**src/rtl/stopwatch_counter.sv**
```systemverilog
// Minutes:seconds stopwatch with up/down counting, saturating down-count,
// manual adjust mode, pause toggle and combinational BCD digit outputs.
module stopwatch_counter #(
    parameter int unsigned MIN_MAX = 99,
    parameter int unsigned SEC_MAX = 59
) (
    input  logic       clk,
    input  logic       rst,
    input  logic       sec_tick,
    input  logic       adj_tick,
    input  logic       adj,
    input  logic       sel,
    input  logic       dir,
    input  logic       pause_tog,
    output logic [6:0] minutes,
    output logic [5:0] seconds,
    output logic [3:0] min_tens,
    output logic [3:0] min_ones,
    output logic [3:0] sec_tens,
    output logic [3:0] sec_ones,
    output logic       paused,
    output logic       zero,
    output logic       wrap
);

    localparam logic [6:0] MIN_TOP = MIN_MAX[6:0];
    localparam logic [5:0] SEC_TOP = SEC_MAX[5:0];

    logic [6:0] min_nxt;
    logic [5:0] sec_nxt;
    logic       wrap_nxt;
    logic       count_en;
    logic       adj_en;

    // paused is the pre-toggle value here, so a same-cycle pause_tog never
    // affects this cycle's count decision.
    assign count_en = sec_tick & ~adj & ~paused;
    assign adj_en   = adj & adj_tick;

    always_comb begin
        min_nxt  = minutes;
        sec_nxt  = seconds;
        wrap_nxt = 1'b0;
        if (adj_en) begin
            if (sel) begin
                sec_nxt = (seconds == SEC_TOP) ? 6'd0 : seconds + 6'd1;
            end else begin
                min_nxt = (minutes == MIN_TOP) ? 7'd0 : minutes + 7'd1;
            end
        end else if (count_en) begin
            if (!dir) begin
                if (seconds == SEC_TOP) begin
                    sec_nxt = 6'd0;
                    if (minutes == MIN_TOP) begin
                        min_nxt  = 7'd0;
                        wrap_nxt = 1'b1;
                    end else begin
                        min_nxt = minutes + 7'd1;
                    end
                end else begin
                    sec_nxt = seconds + 6'd1;
                end
            end else begin
                // Down count saturates at 00:00.
                if (seconds != 6'd0) begin
                    sec_nxt = seconds - 6'd1;
                end else if (minutes != 7'd0) begin
                    sec_nxt = SEC_TOP;
                    min_nxt = minutes - 7'd1;
                end
            end
        end
    end

    always_ff @(posedge clk) begin
        if (rst) begin
            minutes <= 7'd0;
            seconds <= 6'd0;
            paused  <= 1'b0;
            wrap    <= 1'b0;
        end else begin
            minutes <= min_nxt;
            seconds <= sec_nxt;
            paused  <= paused ^ pause_tog;
            wrap    <= wrap_nxt;
        end
    end

    function automatic logic [3:0] bcd_tens(input logic [6:0] v);
        logic [6:0] q;
        q = v / 7'd10;
        return q[3:0];
    endfunction

    function automatic logic [3:0] bcd_ones(input logic [6:0] v);
        logic [6:0] r;
        r = v % 7'd10;
        return r[3:0];
    endfunction

    assign min_tens = bcd_tens(minutes);
    assign min_ones = bcd_ones(minutes);
    assign sec_tens = bcd_tens({1'b0, seconds});
    assign sec_ones = bcd_ones({1'b0, seconds});
    assign zero     = (minutes == 7'd0) && (seconds == 6'd0);

endmodule
```
**config.mk**
```make
export PLATFORM = sky130hd
export DESIGN_NAME = stopwatch_counter
export DESIGN_NICKNAME = d
export VERILOG_FILES = /design/src/rtl/stopwatch_counter.sv
export SDC_FILE = /design/constraint.sdc
export NUM_CORES = 1
export LEC_CHECK = 0
export CORE_MARGIN = 10
export CORE_UTILIZATION = 30
export DETAILED_ROUTE_END_ITERATION = 10
export PLACE_DENSITY = 0.62
export SYNTH_ARGS = -nofsm -noshare
export SYNTH_HDL_FRONTEND = slang
export SYNTH_SLANG_ARGS = --single-unit
export TNS_END_PERCENT = 10
```
**constraint.sdc**
```tcl
create_clock -name clk -period 6.9 [get_ports clk]
set_input_delay 1.035 -clock clk [delete_from_list [all_inputs] [get_ports clk]]
set_output_delay 1.035 -clock clk [all_outputs]
set_load 0.03 [all_outputs]
```
* Yosys cells after proc, flatten, opt, wreduce, memory -nomap -nowiden
Cells that the tools add are included. Widths: inputs -> output; s select.
Cells by class: add/sub/neg operators 4, div/mod/pow operators 4, eq/ne operators 7, mux-type cells 16, bitwise gates (word level) 8, reduce and logical (&&, ||, !) cells 10
Operator list (number):
- $mux 7 | 8
- $mux 6 | 7
- $add 7x1->7 const B | 1
- $div 6x4->7 const B | 1
- $div 7x4->7 const B | 1
- $eq 7x7->1 const B | 1
- $logic_not 7->1 | 1
- $mod 6x4->7 const B | 1
- $mod 7x4->7 const B | 1
- $reduce_bool 7->1 | 1
- $sub 7x1->7 const B | 1
- $add 6x1->6 const B | 1
- $eq 6x6->1 const B | 1
- $logic_not 6->1 | 1
- $reduce_bool 6->1 | 1
- $sub 6x1->6 const B | 1
- $reduce_and 5->1 | 1
- $reduce_or 5->1 | 1
- $ne 2x2->1 const B | 2
- $ne 4x1->1 const B | 1
- $not 1->1 | 4
- $and 1x1->1 | 3
- $ne 3x1->1 const B | 1
- $ne 3x3->1 const B | 1
- 6 further kinds | 6
Word-level totals: register bits after elaboration 15, output and inout port bits 32, word-level logic and storage cells 53

* Depth between registers and ports, before layout
Gate-level depths: netlist (run 1).
word-level depth 6, gate-level depth with buffers 14, mapped depth without buffers 12

* Worst setup path before layout (run 1)
No wires, ideal clock.
kind register -> output, start point register seconds[4], end point output sec_ones[2], arrival time 3.143 ns, setup slack 2.722 ns, cell stages (with the launch flop) 12, cell sequence dfxtp_1 -> clkbuf_1 -> clkbuf_1 -> nor2_1 -> nand2_1 -> nand2_1 -> xnor2_1 -> ha_1 -> clkbuf_1 -> a2111oi_0 -> o21ai_0 -> o221ai_1
On the way: cells in the longest elaborated chain, start to end 1
RTL lines:
- start: declaration | line 16 | output logic [5:0] seconds,
- start signal: assignment | line 83 | seconds <= sec_nxt;
- $mod 6x4->7 | line 97 | r = v % 7'd10;
- end: declaration | line 20 | output logic [3:0] sec_ones,
No other way between the ends.

* Worst setup path after layout (run 1)
start point register seconds[5], end point output sec_ones[2]
Same word-level chain as after synthesis.

==> results.md, run 1 <==
* P_leak at 0.776 nW
* Post-CTS sizing at 0
* CTS tree: built
* Final instance area at 0.00232 sq mm
* Share of layout cells above drive strength 1 at 0.0557
* Cell Count, Final, Fillers Out at 382
* Die height at 100 um
* Final Hold Fails at 0
* Via/cell ratio at 5.50
* Routed via count at 2,100
* Largest net degree at the start of global routing at 28
* Routed WL per cell at 14.4 um
* Sequential area share after synthesis at 0.155
* Global-route wire length before repair at 9440 um
* Min-delay worst type: flip-flop to flip-flop
* Maximum fanout along the worst path at 15
* Reg-to-reg setup timing slack at 4.44 ns
* Final WL at 5490 um
* Cell types occupying the most area after synthesis: dfxtp_1 (16%), nand2_1 (8.3%), o21ai_0 (6.7%)
* DR pass1 iterations at 5
* Crit path from: seconds[5]$_SDFFE_PP0P_
* Max capacitance violation total at 0
* EDFF count, synth at 0
* Post-DP Area at 0.00228 sq mm
* CTS Sinks at 15
* Crit Path Class: flip-flop to primary output
* Final Cycle Share at 0.698
* CP Capture Type: primary output
* I/O Buffers at 38
* Status: finished, final reports clean
* Fin crit period at 4.81 ns
* Vias in the first global route at 1,906
* Post-synth top area share at 0.155
* Starting density of the core at 0.306
* Die area at 0.0101 sq mm
* Area delta synth->final at 20.1%
* Final setup vio count at 0
* Seq. cell area at 300 sq um
* GRT overflow at 0
* Worst-path clk slew at 0.07 ns
* F_max at 208 MHz
* All-layer global routing usage at 0.108
* Pins Over Slew Limit at 0
* Skew final at 0.0121 ns
* Top cell type by total area after synthesis: dfxtp_1
* Final net count at 323
* RSZ-0062 raised after global routing: no
* Starting DRT DRC Count at 130
* Post-CTS setup buffers at 0
* Type of origin of the critical path: flip-flop
* Rows at 29
* CP arrival at 3.78 ns
* Syn_nets at 307
* Hold Buf Count CTS at 0
* GPL Wtd Cong at 0.841
* HP Start: paused$_SDFF_PP0_
* Post-detail-place hpwl at 3950 um
* Multi-input logic area at 0.00144 sq mm
* VDD IR-drop max at 0.0000833 V
* Synthesized cell area at 0.00193 sq mm
* H-tree depth at 1
* Clk buf depth at 2
* Slew headroom at 0.410
* Tightest Pin Transition at 0.884 ns
* Predominant post-synthesis flop cell: dfxtp_1
* Required @ worst endpoint at 5.86 ns
* Core Region at 0.00631 sq mm
* DRT antenna net count at 0
* PwrDens at 168 mW/mm^2
* Post-synth cell types at 61
* Synth async-reset ratio at 0
* Mean Syn Cell Area at 6.67 sq um
* FF+latch count, synth at 15
* FF-to-FF Start: minutes[1]$_SDFFE_PP0P_
* # DRC at 0
* I/O pins at 40
* Root Driver: clkbuf_8
* YS warnings at 0
* Placed insts at 378
* Die width at 100 um
* Setup TNS at 0 ns
* Number of fillers in the final layout at 699
* ANT cells at 0
* CTS Buf Count at 3
* Post-Syn Instances at 290
* Clk_lat worst skew at 0.25 ns
* Initial antenna violation count at 0
[layout by cell type, fill, tap and decap left out, types with 2 or more instances in the layout]
cell type	n
clkdlybuf4s50_1	38
xor2_1	2
nor2b_1	4
ha_1	9
nor2_1	28
dfxtp_1	15
o22ai_1	3
o31ai_1	2
mux2i_1	2
o221ai_1	2
nand2b_1	6
nor3b_1	3
inv_1	13
o21ai_0	26
nand3_1	12
clkbuf_8	3
a22oi_1	2
a31oi_1	5
or2_2	3
a21oi_1	16
nand4b_1	2
or3b_2	2
a311oi_1	4
nand2_1	43
nand3b_1	2
a22o_1	3
and3_1	2
o211ai_1	2
xnor2_1	9
nor4_1	2
a211oi_1	5
nor3_1	7
[sequential cells by signal, summed over array words and instances, names as in the netlist]
register,flops
seconds,6
paused,1
minutes,7
wrap,1
[synthesized netlist by cell type, types with 3 or more instances]
| library cell | n |
|---|---|
| ha_1 | 9 |
| o21ai_0 | 26 |
| nand3_1 | 12 |
| nand2b_1 | 6 |
| a211oi_1 | 5 |
| a22o_1 | 3 |
| buf_6 | 3 |
| nor3b_1 | 3 |
| nor3_1 | 7 |
| nor2b_1 | 4 |
| clkbuf_1 | 15 |
| inv_1 | 13 |
| dfxtp_1 | 15 |
| a311oi_1 | 4 |
| o22ai_1 | 3 |
| or2_2 | 3 |
| xnor2_1 | 9 |
| nor2_1 | 28 |
| buf_1 | 5 |
| buf_4 | 3 |
| a31oi_1 | 5 |
| a21oi_1 | 16 |
| nand2_1 | 43 |
[cells by family after synthesis]
logic type | synth area share
compound gates | 0.296
xor+xnor | 0.0498
fa+ha+maj | 0.0634
buf+inv | 0.0983
flops | 0.155
mux | 0.0103
other cells | 0.00194
simple gates | 0.325
[final timing paths]
check | depth (start not counted) | end
min | 2 | paused$_SDFF_PP0_
max | 11 | sec_ones[2]
min reg2reg | 2 | paused$_SDFF_PP0_
max reg2reg | 8 | minutes[6]$_SDFFE_PP0P_
[stage by stage]
stage / setup slack, ns / hold WS (ns) / total power, mW / util
after floorplan: 2.72 / 0.653 / 0.257 / -
after global placement: 2.38 / 0.525 / 0.318 / 0.361
after detailed placement: 2.34 / 0.528 / 0.318 / 0.361
after CTS: 2.05 / 0.549 / 0.393 / 0.368
after global routing: 1.60 / 0.559 / 0.421 / 0.368
final: 2.09 / 0.543 / 0.390 / 0.368
[layer usage]
layer  up-vias  part of all wire  wire, um  track usage
met5         -                 0         0            0
met2        59              0.45      2490        0.168
li1       1066                 -         -            -
met4         0            0.0033        18       0.0217
met3         2             0.085       468       0.0378
met1       973              0.46      2510        0.140
[power by group]
group	internal (mW)	switching, mW
sequential	0.0926	0.0211
clock	0.0400	0.0333
combinational	0.0849	0.119
total	0.217	0.173
[layout make-up]
type / instances / area share
inverters: 13 / 0.0210
flip-flops and latches: 15 / 0.129
well taps: 77 / 0.0415
repair buffers: 39 / 0.167
clock inverters: 1 / 0.00215
multi-input cells: 234 / 0.621
clock buffers: 3 / 0.0178
[worst max-delay path, cell delays in order (launching register included)]
cell,delay [ns]
dfxtp_1,0.60
inv_1,0.21
maj3_1,0.38
nand2_1,0.07
nand2_1,0.09
xnor2_1,0.13
ha_1,0.32
nor3b_1,0.18
a2111oi_0,0.35
o21ai_0,0.26
o221ai_1,0.23
clkdlybuf4s50_1,0.71
Power figures use the tool's default switching activity.
==> run 2, diff against run 1 <==
Clock period 6.9 ns to 4.5 ns, I/O delays scaled along.
==> run 2 against run 1 <==
  * Combinational power is 67% higher
  * Core utilization is 1.2 points higher
  * Sequential share of layout area is 0.40 points lower
  * Wire length is 3.8% higher
  * Non-clock buffer count is 10 higher
  * Clock skew is 0.010 ns lower
  * Die area stayed put
  * Final area is 3.2% higher
  * Worst hold slack worse by 0.0014 ns
  * Clock power is 54% higher
  * Total power is 56% higher
  * Critical endpoint is now min_ones[2]
  * Largest cell class unchanged
==> results.md, run 2 (synthesized netlist as in run 1, its figures left out) <==
* CTS Buf Count at 3
* Max capacitance violation total at 0
* CTS tree: built
* Final Hold Fails at 0
* CTS Sinks at 15
* Required @ worst endpoint at 3.83 ns
* FF-to-FF Start: minutes[1]$_SDFFE_PP0P_
* Setup slack after layout at 0.477 ns
* Maximum fanout along the worst path at 22
* Post-detail-place hpwl at 4260 um
* PwrDens at 254 mW/mm^2
* Via/cell ratio at 5.46
* Largest net degree at the start of global routing at 23
* Setup WS pre-CTS at 0.755 ns
* Most common cell after layout, fill and taps aside: nand2_1
* P_leak at 0.827 nW
* Fin crit period at 4.02 ns
* Pins Over Slew Limit at 0
* I/O pins at 40
* Share of layout cells above drive strength 1 at 0.0825
* CP arrival at 3.35 ns
* All-layer global routing usage at 0.113
* Vias in the first global route at 2,075
* WHS at 0.541 ns
* Clk_lat worst skew at 0.25 ns
* Post-CTS sizing at 0
* Worst r2r dst: minutes[3]$_SDFFE_PP0P_
* Top reg by flops: minutes
* GPL Wtd Cong at 0.852
* I/O Buffers at 38
* HP Start: paused$_SDFF_PP0_
* Crit Path Class: flip-flop to primary output
* Core Region at 0.00631 sq mm
* Slowest stage delay, CP at 0.69 ns
* Starting DRT DRC Count at 126
* Reg2reg path depth at 8
* F_max at 249 MHz
* Routed via count at 2,140
* DR pass1 iterations at 4
* Worst-path cell chain: buf_4 -> nand2b_1 -> nor3_1 -> a211oi_1 -> ha_1 -> inv_1 -> nor2_1 -> nand2_1 -> o21ai_0 -> nand4_1 -> mux2i_1 -> clkdlybuf4s50_1
* ANT cells at 0
* Final WL at 5700 um
* GRT overflow at 0
* Area delta synth->final at 23.9%
* Cell Count, Final, Fillers Out at 392
* Worst-path clk slew at 0.07 ns
* CP Capture Type: primary output
* Routed WL per cell at 14.5 um
* Die width at 100 um
* Clk buf depth at 2
* VDD IR-drop max at 0.000136 V
* Final setup vio count at 0
* Post-CTS setup buffers at 0
* Root Driver: clkbuf_8
* Die height at 100 um
* Tightest Pin Transition at 0.727 ns
* Worst Hold Endpoint: paused$_SDFF_PP0_
* Reg-to-reg setup timing slack at 1.96 ns
* Type of origin of the critical path: flip-flop
* H-tree depth at 1
* Most frequent cells in the layout: nand2_1 (43), clkdlybuf4s50_1 (38), nor2_1 (28), o21ai_0 (26), a21oi_1 (16)
* Placed insts at 388
* Starting density of the core at 0.306
* Status: finished, final reports clean
* Max FFs per register at 7
* # DRC at 0
* Hold depth at 2
* Setup TNS at 0 ns
* Skew final at 0.00171 ns
* Rows at 29
* RSZ-0062 raised after global routing: no
* Slowest CP cell: clkdlybuf4s50_1
* Slew headroom at 0.514
* DRT antenna net count at 0
* Hold Buf Count CTS at 0
* Worst Path Buf+Inv at 3
* Final Cycle Share at 0.894
* Initial antenna violation count at 0
* Biggest regs: minutes (7), seconds (6)
* Min-delay worst type: flip-flop to flip-flop
* Die area at 0.0101 sq mm
* Global-route wire length before repair at 9830 um
* Critical path's top delay family: buffers and inverters
* Final net count at 333
## run 2: cell types whose count changed in the layout (fill, tap and decap cells not counted)
cell / before / now
buf_4: 1 / 11
clkinv_2: 1 / 0
clkbuf_1: 0 / 1
## run 2: where the power goes
group	internal [mW]	switching [mW]
Clock	0.0627	0.0506
Sequential	0.142	0.0152
Combinational	0.136	0.203
## run 2: layout make-up
class / instances / area, sq um
clock buffer: 4 / 45.0
fill: 694 / 3920
inverter: 13 / 48.8
multi-input combinational: 234 / 1440
sequential: 15 / 300
tap: 77 / 96.3
timing repair buffer: 49 / 463
## run 2: worst max-delay path by stage
| stage | cells past startpoint | from | endpoint | slack, ns |
|---|---|---|---|---|
| after floorplan | 11 | seconds[4]$_SDFFE_PP0P_ | sec_ones[2] | 0.68 |
| after global placement | 12 | minutes[5]$_SDFFE_PP0P_ | min_ones[3] | 0.83 |
| after detailed placement | 11 | minutes[5]$_SDFFE_PP0P_ | min_ones[2] | 0.76 |
| after CTS | 11 | seconds[5]$_SDFFE_PP0P_ | sec_ones[2] | 0.46 |
| after global routing | 11 | minutes[5]$_SDFFE_PP0P_ | min_ones[2] | 0.08 |
| final | 12 | minutes[3]$_SDFFE_PP0P_ | min_ones[2] | 0.48 |
## run 2: worst reg2reg max path, stage by stage (launching register included)
cell and delay [ns]:
dfxtp_1 0.40, inv_1 0.24, ha_1 0.18, or4b_4 0.49
o2111a_1 0.26, o22a_2 0.35, a41oi_1 0.27, a31o_2 0.15
a21oi_1 0.06
## run 2: through the flow
stage,util,power [mW],instance area [sq um]
6_report,0.380,0.609,2400
5_1_grt,0.380,0.658,2400
4_1_cts,0.380,0.614,2400
3_5_place_dp,0.373,0.497,2350
3_3_place_gp,0.373,0.495,2350
2_1_floorplan,-,0.393,1930
## run 2: metal layers
layer	share of wire	up-vias	track usage	routed length [um]
li1	-	1089	-	-
met5	0	-	0	0
met3	0.077	6	0.0364	441
met4	0.011	0	0.0348	61
met2	0.46	58	0.184	2640
met1	0.45	987	0.138	2550
